$ cat src/rtl/fwd_hazard_if.sv
// Purpose: bundles the ID/EX forwarding-unit bus (stage write ports, operand
//          requests, mult/div control and the forwarded results / hazard status).
// Modports:
//   master - pipeline side: drives operand requests and stage write info,
//            observes forwarded data, stall, md_busy and stall_cnt
//   slave  - fwd_hazard_unit side (mirror of master)
interface fwd_hazard_if #(
    parameter int unsigned DATA_W = 32,
    parameter int unsigned NPORT  = 2,
    parameter int unsigned CNT_W  = 16
);
    logic [NPORT*5-1:0]      src_addr;
    logic [NPORT*DATA_W-1:0] rf_data;
    logic                    ex_wr_en;
    logic [4:0]              ex_wr_addr;
    logic                    ex_is_load;
    logic [DATA_W-1:0]       ex_wr_data;
    logic                    mem_wr_en;
    logic [4:0]              mem_wr_addr;
    logic [DATA_W-1:0]       mem_wr_data;
    logic                    wb_wr_en;
    logic [4:0]              wb_wr_addr;
    logic [DATA_W-1:0]       wb_wr_data;
    logic                    md_start;
    logic                    id_reads_hilo;
    logic                    perf_clr;
    logic [NPORT*DATA_W-1:0] fwd_data;
    logic [NPORT*2-1:0]      fwd_sel;
    logic                    stall;
    logic                    md_busy;
    logic [CNT_W-1:0]        stall_cnt;

    modport master (
        output src_addr, rf_data,
        output ex_wr_en, ex_wr_addr, ex_is_load, ex_wr_data,
        output mem_wr_en, mem_wr_addr, mem_wr_data,
        output wb_wr_en, wb_wr_addr, wb_wr_data,
        output md_start, id_reads_hilo, perf_clr,
        input  fwd_data, fwd_sel, stall, md_busy, stall_cnt
    );

    modport slave (
        input  src_addr, rf_data,
        input  ex_wr_en, ex_wr_addr, ex_is_load, ex_wr_data,
        input  mem_wr_en, mem_wr_addr, mem_wr_data,
        input  wb_wr_en, wb_wr_addr, wb_wr_data,
        input  md_start, id_reads_hilo, perf_clr,
        output fwd_data, fwd_sel, stall, md_busy, stall_cnt
    );
endinterface

$ cat src/rtl/fwd_hazard_unit.sv
// Purpose: ID/EX operand forwarding and hazard detection for the 5-stage pipe.
//          Each source operand takes the youngest in-flight result
//          (EX > MEM > WB > register file), load-use and HI/LO-busy hazards
//          raise stall, and a saturating counter tracks stalled cycles.
// Ports:
//   clk   - pipeline clock, rising edge
//   rst_n - asynchronous active-low reset
//   bus   - fwd_hazard_if.slave: operand requests, stage write ports,
//           mult/div control, forwarded data/select, stall, md_busy, stall_cnt
module fwd_hazard_unit #(
    parameter int unsigned DATA_W = 32,
    parameter int unsigned NPORT  = 2,
    parameter int unsigned WB_FWD = 1,
    parameter int unsigned MD_LAT = 32,
    parameter int unsigned CNT_W  = 16
) (
    input  logic         clk,
    input  logic         rst_n,
    fwd_hazard_if.slave  bus
);
    localparam int unsigned MD_W = $clog2(MD_LAT + 1);

    localparam logic [1:0] SEL_RF  = 2'd0;
    localparam logic [1:0] SEL_EX  = 2'd1;
    localparam logic [1:0] SEL_MEM = 2'd2;
    localparam logic [1:0] SEL_WB  = 2'd3;

    logic [NPORT*DATA_W-1:0] w_fwd_data;
    logic [NPORT*2-1:0]      w_fwd_sel;
    logic [NPORT-1:0]        w_load_use;
    logic                    w_md_busy;
    logic                    w_stall;
    logic [MD_W-1:0]         r_md_cnt;
    logic [CNT_W-1:0]        r_stall_cnt;

    // Per-operand source selection; r0 never forwards.
    for (genvar g = 0; g < NPORT; g++) begin : g_port
        logic [4:0]        w_src;
        logic              w_ex_hit;
        logic              w_mem_hit;
        logic              w_wb_hit;
        logic [1:0]        w_sel;
        logic [DATA_W-1:0] w_data;

        assign w_src     = bus.src_addr[5*g +: 5];
        assign w_ex_hit  = bus.ex_wr_en  && (bus.ex_wr_addr  == w_src) && (w_src != 5'd0);
        assign w_mem_hit = bus.mem_wr_en && (bus.mem_wr_addr == w_src) && (w_src != 5'd0);
        assign w_wb_hit  = (WB_FWD != 0) && bus.wb_wr_en && (bus.wb_wr_addr == w_src)
                           && (w_src != 5'd0);
        assign w_load_use[g] = w_ex_hit && bus.ex_is_load;

        // A load in EX shadows older stages: the operand is stalled, not forwarded from MEM/WB.
        always_comb begin
            w_sel  = SEL_RF;
            w_data = bus.rf_data[DATA_W*g +: DATA_W];
            if (w_ex_hit) begin
                if (!bus.ex_is_load) begin
                    w_sel  = SEL_EX;
                    w_data = bus.ex_wr_data;
                end
            end else if (w_mem_hit) begin
                w_sel  = SEL_MEM;
                w_data = bus.mem_wr_data;
            end else if (w_wb_hit) begin
                w_sel  = SEL_WB;
                w_data = bus.wb_wr_data;
            end
        end

        assign w_fwd_sel[2*g +: 2]           = w_sel;
        assign w_fwd_data[DATA_W*g +: DATA_W] = w_data;
    end

    // Mult/div latency counter; a new start restarts the full latency.
    always_ff @(posedge clk or negedge rst_n) begin
        if (!rst_n) begin
            r_md_cnt <= '0;
        end else if (bus.md_start) begin
            r_md_cnt <= MD_W'(MD_LAT);
        end else if (r_md_cnt != '0) begin
            r_md_cnt <= r_md_cnt - MD_W'(1);
        end
    end

    // HI/LO is readable in the final count cycle, so busy clears one cycle before the count does.
    assign w_md_busy = (r_md_cnt > MD_W'(1));

    assign w_stall = (|w_load_use) | (bus.id_reads_hilo & w_md_busy);

    // Saturating stall-cycle counter; clear wins over increment.
    always_ff @(posedge clk or negedge rst_n) begin
        if (!rst_n) begin
            r_stall_cnt <= '0;
        end else if (bus.perf_clr) begin
            r_stall_cnt <= '0;
        end else if (w_stall && (r_stall_cnt != '1)) begin
            r_stall_cnt <= r_stall_cnt + CNT_W'(1);
        end
    end

    assign bus.fwd_data  = w_fwd_data;
    assign bus.fwd_sel   = w_fwd_sel;
    assign bus.stall     = w_stall;
    assign bus.md_busy   = w_md_busy;
    assign bus.stall_cnt = r_stall_cnt;
endmodule

$ cat src/flat_wrapper.sv
// flat-port wrapper written by rule: the top's interface ports become plain ports
module fwd_hazard_unit_flat 
#(
    parameter int unsigned DATA_W = 32,
    parameter int unsigned NPORT  = 2,
    parameter int unsigned WB_FWD = 1,
    parameter int unsigned MD_LAT = 32,
    parameter int unsigned CNT_W  = 16
)
  (clk, rst_n, bus_src_addr, bus_rf_data, bus_ex_wr_en, bus_ex_wr_addr, bus_ex_is_load, bus_ex_wr_data, bus_mem_wr_en, bus_mem_wr_addr, bus_mem_wr_data, bus_wb_wr_en, bus_wb_wr_addr, bus_wb_wr_data, bus_md_start, bus_id_reads_hilo, bus_perf_clr, bus_fwd_data, bus_fwd_sel, bus_stall, bus_md_busy, bus_stall_cnt);
  fwd_hazard_if #(.DATA_W(DATA_W), .NPORT(NPORT), .CNT_W(CNT_W)) bus_i ();
  input  logic clk;
  input  logic rst_n;
  input wire logic [$bits(bus_i.src_addr)-1:0] bus_src_addr;
  input wire logic [$bits(bus_i.rf_data)-1:0] bus_rf_data;
  input wire logic [$bits(bus_i.ex_wr_en)-1:0] bus_ex_wr_en;
  input wire logic [$bits(bus_i.ex_wr_addr)-1:0] bus_ex_wr_addr;
  input wire logic [$bits(bus_i.ex_is_load)-1:0] bus_ex_is_load;
  input wire logic [$bits(bus_i.ex_wr_data)-1:0] bus_ex_wr_data;
  input wire logic [$bits(bus_i.mem_wr_en)-1:0] bus_mem_wr_en;
  input wire logic [$bits(bus_i.mem_wr_addr)-1:0] bus_mem_wr_addr;
  input wire logic [$bits(bus_i.mem_wr_data)-1:0] bus_mem_wr_data;
  input wire logic [$bits(bus_i.wb_wr_en)-1:0] bus_wb_wr_en;
  input wire logic [$bits(bus_i.wb_wr_addr)-1:0] bus_wb_wr_addr;
  input wire logic [$bits(bus_i.wb_wr_data)-1:0] bus_wb_wr_data;
  input wire logic [$bits(bus_i.md_start)-1:0] bus_md_start;
  input wire logic [$bits(bus_i.id_reads_hilo)-1:0] bus_id_reads_hilo;
  input wire logic [$bits(bus_i.perf_clr)-1:0] bus_perf_clr;
  output wire logic [$bits(bus_i.fwd_data)-1:0] bus_fwd_data;
  output wire logic [$bits(bus_i.fwd_sel)-1:0] bus_fwd_sel;
  output wire logic [$bits(bus_i.stall)-1:0] bus_stall;
  output wire logic [$bits(bus_i.md_busy)-1:0] bus_md_busy;
  output wire logic [$bits(bus_i.stall_cnt)-1:0] bus_stall_cnt;
  assign bus_i.src_addr = bus_src_addr;
  assign bus_i.rf_data = bus_rf_data;
  assign bus_i.ex_wr_en = bus_ex_wr_en;
  assign bus_i.ex_wr_addr = bus_ex_wr_addr;
  assign bus_i.ex_is_load = bus_ex_is_load;
  assign bus_i.ex_wr_data = bus_ex_wr_data;
  assign bus_i.mem_wr_en = bus_mem_wr_en;
  assign bus_i.mem_wr_addr = bus_mem_wr_addr;
  assign bus_i.mem_wr_data = bus_mem_wr_data;
  assign bus_i.wb_wr_en = bus_wb_wr_en;
  assign bus_i.wb_wr_addr = bus_wb_wr_addr;
  assign bus_i.wb_wr_data = bus_wb_wr_data;
  assign bus_i.md_start = bus_md_start;
  assign bus_i.id_reads_hilo = bus_id_reads_hilo;
  assign bus_i.perf_clr = bus_perf_clr;
  assign bus_fwd_data = bus_i.fwd_data;
  assign bus_fwd_sel = bus_i.fwd_sel;
  assign bus_stall = bus_i.stall;
  assign bus_md_busy = bus_i.md_busy;
  assign bus_stall_cnt = bus_i.stall_cnt;
  fwd_hazard_unit #(.DATA_W(DATA_W), .NPORT(NPORT), .WB_FWD(WB_FWD), .MD_LAT(MD_LAT), .CNT_W(CNT_W)) u_core (.clk(clk), .rst_n(rst_n), .bus(bus_i));
endmodule
$ cat config.mk
export PLATFORM = sky130hd
export DESIGN_NAME = fwd_hazard_unit_flat
export DESIGN_NICKNAME = d
export VERILOG_FILES = /design/src/rtl/fwd_hazard_if.sv /design/src/rtl/fwd_hazard_unit.sv /design/src/flat_wrapper.sv
export SDC_FILE = /design/constraint.sdc
export NUM_CORES = 1
export LEC_CHECK = 0
export CORE_ASPECT_RATIO = 1.4
export CORE_MARGIN = 8
export CORE_UTILIZATION = 38
export CTS_CLUSTER_DIAMETER = 40
export DETAILED_ROUTE_END_ITERATION = 8
export PLACE_DENSITY_LB_ADDON = 0.1
export SETUP_SLACK_MARGIN = 0.3
export SYNTH_ARGS = -nofsm -noshare
export SYNTH_HDL_FRONTEND = slang
export SYNTH_SLANG_ARGS = --single-unit
$ cat constraint.sdc
create_clock -name clk -period 3.85 [get_ports clk]
set_clock_uncertainty 0.15 [all_clocks]
set_input_delay 0.77 -clock clk [delete_from_list [all_inputs] [get_ports clk]]
set_output_delay 0.77 -clock clk [all_outputs]
set_load 0.05 [all_outputs]
==> metrics, run 1 <==
leading post-synthesis cells by instance count=106 x a21oi_1, 79 x nor2b_1, 43 x nand2_1, 35 x o21ai_0; clock tree from TritonCTS=yes; mean routed wirelength per cell=33.8 um; via count=8,015; kind of critical path=primary input to output pin; number of iterations in the first detailed-routing pass=6; first-pass GRT wire length=44,700 um; worst min path class=flip-flop to flip-flop; outcome=finished with violations; Antenna Nets Post-Route=0; count of port buffers added during placement=279; via count of the first global-routing pass=7,478; overall die area=15,200 um^2; area of the core=11,300 um^2; placed cell areas=8370 um^2; Req. time, crit path=2.93 ns; die span in y=143 um; final HPWL from detailed placement=18,700 um; overall power consumption=2.00 mW; time the worst path needs with I/O delays and setup=3.88 ns; Buf+Inv Stages, Crit Path=6; flops & latches, synth=22; flop-to-flop setup slack=1.04 ns; reported leakage power=4.10 nW; routability congestion estimate from global placement=0.958; Cell Rows=46; pin count of the biggest net entering global routing=43; largest stage delay on the critical path=0.54 ns; Max Freq=258 MHz; Cells after DPL=1,041; Pwr Density=191 nW/um^2; Setup Viol. Count Final=1; nets@finish=1,170; P&R area growth vs syn=140%; post-synthesis instance area=4370 um^2; non-filler instance count after layout=1,116; Iteration-0 DRC Markers=1,094; most frequent cell after synthesis=a21oi_1; normalized max-slew margin=22.0%; type of origin of the critical path=primary input; vias per std cell=7.18; unrepaired setup endpoints after global routing=yes; critical-path cell with the highest stage delay=or4_4; top cell type's share of synthesized area=12.6%; buffer depth of the longest clock path=2; cell-by-cell trace of the critical path=buf_8 > or4_4 > buf_6 > nor2_4 > buf_6 > or3_4 > buf_8 > buf_12 > o21ai_1 > o22ai_2 > buf_6; highest fanout seen on the critical path=6; cell type with the largest total area after synthesis=dfrtp_1; number of buffers inserted by hold repair at cts=0; fillcell total=317; register area share after synthesis=12.6%; post-detailed-route DRC marker count=0; violations in the final reports=negative setup slack; type of destination of the critical path=output pin; syn_nets=813; clock slew at reported path FFs=0.06 ns; Crit path arrival time=2.96 ns; grt ovf=0; crit share post-route=101%; number of max-slew violations in the final report=0; clk sink count=22; antenna violations before repair=1; actual transition at the worst max-transition pin=1.17 ns; final setup margin=-0.0285 ns; starting utilization of the core area=38.7%; Post-synth EDFFs=0; TritonCTS buffer count=3; Layout Cell Area excl Fill=10,500 um^2; most used flip-flop cell after synthesis=dfrtp_1; maximum VDD drop=275 uV; max-cap check violation count=0; x dimension of the die=107 um; post-route worst hold slack=0.457 ns; fraction of final layout cells with drive strength greater than 1=40.4%; dominant delay contributor by cell family on the critical path=buffers and inverters; Layout Utilization=92.9%; Max H-tree Level=1; number of top-level pins=280; accumulated negative setup slack=-0.0285 ns; mean instance size in the synthesized netlist=7.09 um^2; combined global-route utilization of all metal layers=37.2%; dominant cells by area after synthesis=dfrtp_1 13%, a21oi_1 12%, nor2b_1 11%, mux2i_1 7.8%, o211a_1 7.3%; setup slack after placement=-0.427 ns; Final Hold Viols=0; most frequent CP cell=buf_6; Clk Tree Root Cell=clkbuf_16; count of mapped cells out of synthesis=616; Post-Route WL=37,700 um; synth unique cells=48; Post-synth ARST share=100%; insertion delay of the later-clocked pin in the worst-skew pair=0.26 ns; Warnings, synthesis=0
routing by layer:
metal	up-vias	track usage (%)	part of all wire, %
met5	-	0	0
met4	0	23.6	10
met3	365	8.07	13
met2	926	64.9	45
met1	3727	39.5	32
li1	2997	-	-
where the power goes:
part / internal (mW) / switching, mW / total [mW] / leakage (nW)
Combinational: 0.669 / 0.810 / 1.48 / 3.76
Sequential: 0.262 / 0.0402 / 0.302 / 0.297
Clock: 0.137 / 0.0837 / 0.221 / 0.0370
kinds of logic after synthesis:
logic type	count (synthesis)	share of synthesized area [%]
flops	22	12.6
mux	47	11.1
xor+xnor	32	6.42
compound gates	251	37.1
fa+ha+maj	3	0.860
simple gates	204	25.6
buf+inv	57	6.25
worst register-to-register path: stages (launching register included):
cell and delay, ns:
dfrtp_1 0.47, ha_1 0.34, nand4_1 0.23, nor4_4 0.53, nor2_1 0.20, nand2_1 0.29
a21oi_1 0.13, mux2_1 0.34
final timing paths:
kind,start,end,cells past startpoint
min reg2reg,u_core.r_md_cnt[1],u_core.r_md_cnt[1],2
min in group asynchronous,rst_n,u_core.bus.stall_cnt[4],1
min,u_core.r_md_cnt[1],u_core.r_md_cnt[1],2
max reg2reg,u_core.bus.stall_cnt[0],u_core.bus.stall_cnt[8],7
max in group asynchronous,rst_n,u_core.r_md_cnt[3],1
max,bus_src_addr[1],bus_fwd_data[2],11
final cells by class:
type	instances	area, um^2	area share, %
sequential	22	551	5.25
timing repair buffer	405	4850	46.3
tap	144	180	1.72
multi-input combinational	537	4800	45.8
clock buffer	3	75.1	0.717
inverter	4	15.0	0.143
antenna	1	2.50	0.0239
cells in the final DEF (no fill, tap or decap), drive strengths merged:
cell,instances
nand2,43
nor2b,79
or3,5
nor4,4
a2111oi,6
nand2b,4
or4,3
nand3,10
or2,2
clkdlybuf4s50,183
diode,1
xnor2,26
nor3,4
buf,199
ha,3
dlymetal6s2s,1
inv,4
nor4b,1
and3,2
a21oi,106
a211oi,33
o21bai,1
nand3b,1
nor2,34
nand4,11
mux2i,34
clkdlybuf4s15,5
dfrtp,22
or4b,1
clkbuf,9
dlygate4sd2,11
mux2,13
xor2,6
o41ai,1
o22ai,32
o31ai,1
o21ai,38
o211ai,1
o211a,32
flip-flops by register name (all words and copies together) (netlist names):
register / flops
u_core.bus.stall_cnt: 16
u_core.r_md_cnt: 6
what timing repair did:
item	in CTS	in global routing
buffers inserted	37	16
setup endpoints to repair	69	69
cloned	12	6
gates resized for setup	242	101
pin swaps	55	61
(Power assumes the default switching activity.)
==> run 2, diff against run 1 <==
--- a/config.mk
+++ b/config.mk
@@ -10,6 +10,7 @@
 export CORE_UTILIZATION = 38
 export CTS_CLUSTER_DIAMETER = 40
 export DETAILED_ROUTE_END_ITERATION = 8
+export MAX_ROUTING_LAYER = met4
 export PLACE_DENSITY_LB_ADDON = 0.1
 export SETUP_SLACK_MARGIN = 0.3
 export SYNTH_ARGS = -nofsm -noshare
==> run 2 against run 1 <==
  * The flow still finishes with violations (negative setup slack)
  * Clock power up 15%
  * Sequential power about the same
  * Design area up 1.6%
  * Global-route usage up 5.0 points
  * Count of clock-buffer cells in the layout up 1
  * Maximum frequency down 6.5%
  * Critical path type unchanged
  * Critical endpoint is now bus_fwd_data[11]
  * Largest cell class unchanged
  * Highest routed layer unchanged
==> metrics, run 2 (synthesized netlist as in run 1, its figures left out) <==
number of top-level pins=280 (unchanged); final setup margin=-0.297 ns (was -0.0285 ns); count of port buffers added during placement=279 (unchanged); P&R area growth vs syn=144% (was 140%); crit share post-route=108% (was 101%); grt ovf=0 (unchanged); non-filler instance count after layout=1,128 (was 1,116); Crit path arrival time=3.23 ns (was 2.96 ns); type of origin of the critical path=primary input (unchanged); pin count of the biggest net entering global routing=56 (was 43); multi-input combinational cell area=4820 um^2 (was 4800 um^2); combined global-route utilization of all metal layers=42.1% (was 37.2%); time the worst path needs with I/O delays and setup=4.15 ns (was 3.88 ns); reported leakage power=4.20 nW (was 4.10 nW); nets@finish=1,175 (was 1,170); highest fanout seen on the critical path=6 (unchanged); buffer depth of the longest clock path=2 (unchanged); violations in the final reports=negative setup slack (unchanged); vias per std cell=7.50 (was 7.18); post-detailed-route DRC marker count=0 (unchanged); clock slew at reported path FFs=0.06 ns (about the same); type of destination of the critical path=output pin (unchanged); via count=8,460 (was 8,015); number of max-slew violations in the final report=0 (unchanged); Layout Cell Area excl Fill=10,600 um^2 (was 10,500 um^2); Final Hold Viols=0 (unchanged); Post-Route WL=43,300 um (was 37,700 um); clock tree from TritonCTS=yes (unchanged); routability congestion estimate from global placement=0.984 (was 0.958); placed cell areas=8360 um^2 (was 8370 um^2); post-route worst hold slack=0.458 ns (was 0.457 ns); Iteration-0 DRC Markers=1,150 (was 1,094); most frequent cells in the layout=182 x clkdlybuf4s50_1, 74 x a21oi_1, 69 x buf_6, 55 x buf_12, 51 x nor2b_1 (was 183 x clkdlybuf4s50_1, 74 x a21oi_1, 60 x buf_4, 56 x buf_6); flip-flop count of the largest register after layout=16 (unchanged); area of the core=11,300 um^2 (unchanged); Max Freq=241 MHz (was 258 MHz); first-pass GRT wire length=48,100 um (was 44,700 um); Setup Viol. Count Final=13 (was 1); Max H-tree Level=1 (unchanged); most common library cell in the layout ignoring fill and taps=clkdlybuf4s50_1 (unchanged); overall die area=15,200 um^2 (unchanged); fraction of final layout cells with drive strength greater than 1=41.2% (was 40.4%); mean routed wirelength per cell=38.4 um (was 33.8 um); Pwr Density=197 nW/um^2 (was 191 nW/um^2); x dimension of the die=107 um (unchanged); antenna violations before repair=6 (was 1); outcome=finished with violations (unchanged); setup slack after placement=-0.396 ns (was -0.427 ns); Layout Utilization=94.3% (was 92.9%); starting utilization of the core area=38.7% (unchanged); Cell Rows=46 (unchanged); worst min path class=flip-flop to flip-flop (unchanged); number of iterations in the first detailed-routing pass=8 (was 6); kind of critical path=primary input to output pin (unchanged); insertion delay of the later-clocked pin in the worst-skew pair=0.27 ns (was 0.26 ns); TritonCTS buffer count=3 (unchanged); sequential standard cell area=551 um^2 (unchanged); Req. time, crit path=2.93 ns (about the same); Antenna Nets Post-Route=0 (unchanged); unrepaired setup endpoints after global routing=yes (unchanged); Clk Tree Root Cell=clkbuf_16 (unchanged); maximum VDD drop=348 uV (was 275 uV); via count of the first global-routing pass=7,810 (was 7,478); die span in y=143 um (unchanged); normalized max-slew margin=18.5% (was 22.0%); fillcell total=297 (was 317); clk sink count=22 (unchanged); actual transition at the worst max-transition pin=1.22 ns (was 1.17 ns); max-cap check violation count=0 (unchanged); final HPWL from detailed placement=18,900 um (was 18,700 um); Cells after DPL=1,042 (was 1,041)
[run 2: changes by cell type in the layout (fill, tap and decap cells not counted), sizes merged]
cell / delta
clkdlybuf4s15: -5
diode: +6
buf: +11
clkdlybuf4s50: -1
clkbuf: +1
[run 2: layer usage]
layer	GRT usage, %	share of wire, %	up-vias	wire length [um]
li1	-	-	3035	-
met1	45.6	31	3847	13200
met2	70.0	42	1122	18200
met4	26.2	11	0	4920
met3	7.80	16	456	6910
met5	-	0	-	0
[run 2: worst paths after layout]
| kind | from | end | slack (ns) | cells after the start |
|---|---|---|---|---|
| worst max-delay path | bus_src_addr[0] | bus_fwd_data[11] | -0.30 | 12 |
| worst min-delay path | u_core.r_md_cnt[1] | u_core.r_md_cnt[1] | 0.46 | 2 |
| worst max register to register | u_core.bus.stall_cnt[1] | u_core.bus.stall_cnt[6] | 0.90 | 7 |
| worst min register to register | u_core.r_md_cnt[1] | u_core.r_md_cnt[1] | 0.46 | 2 |
| max in group asynchronous | rst_n | u_core.bus.stall_cnt[1] | 1.95 | 1 |
| min in group asynchronous | rst_n | u_core.bus.stall_cnt[4] | 0.94 | 1 |
[run 2: critical path, cell delays in order]
cell	delay (ns)
buf_2	0.14
or4_4	0.52
buf_6	0.15
nor2_4	0.15
nor4_4	0.07
buf_6	0.15
buf_6	0.11
buf_6	0.13
buf_16	0.15
a211oi_4	0.41
o22ai_2	0.23
buf_6	0.24
[run 2: timing repair]
item                       4_1_cts  5_1_grt
gates cloned                    19        3
setup buffers                   42       11
pin swaps                       40       65
gates resized for setup        229      147
setup endpoints to repair       69       70
hold buffers                     0        0
[run 2: layout make-up]
cell class	count	area share, %
Clock buffer	4	0.835
Timing Repair Buffer	410	46.7
Inverter	4	0.141
Multi-Input combinational cell	537	45.3
Tap cell	144	1.69
Antenna cell	7	0.165
Sequential cell	22	5.17
[run 2: report_power, final]
part,leakage (nW),switching (mW),internal (mW)
Combinational,3.85,0.858,0.682
Clock,0.0442,0.0959,0.159
Sequential,0.297,0.0419,0.262
Total,4.20,0.996,1.10
[run 2: through the flow]
stage | setup TNS [ns] | power, mW
after CTS | 0 | 1.86
after global routing | -0.631 | 2.13
final | -0.861 | 2.10
after detailed placement | -15.08 | 1.51
after floorplan | 0 | 0.958
after global placement | -11.76 | 1.47
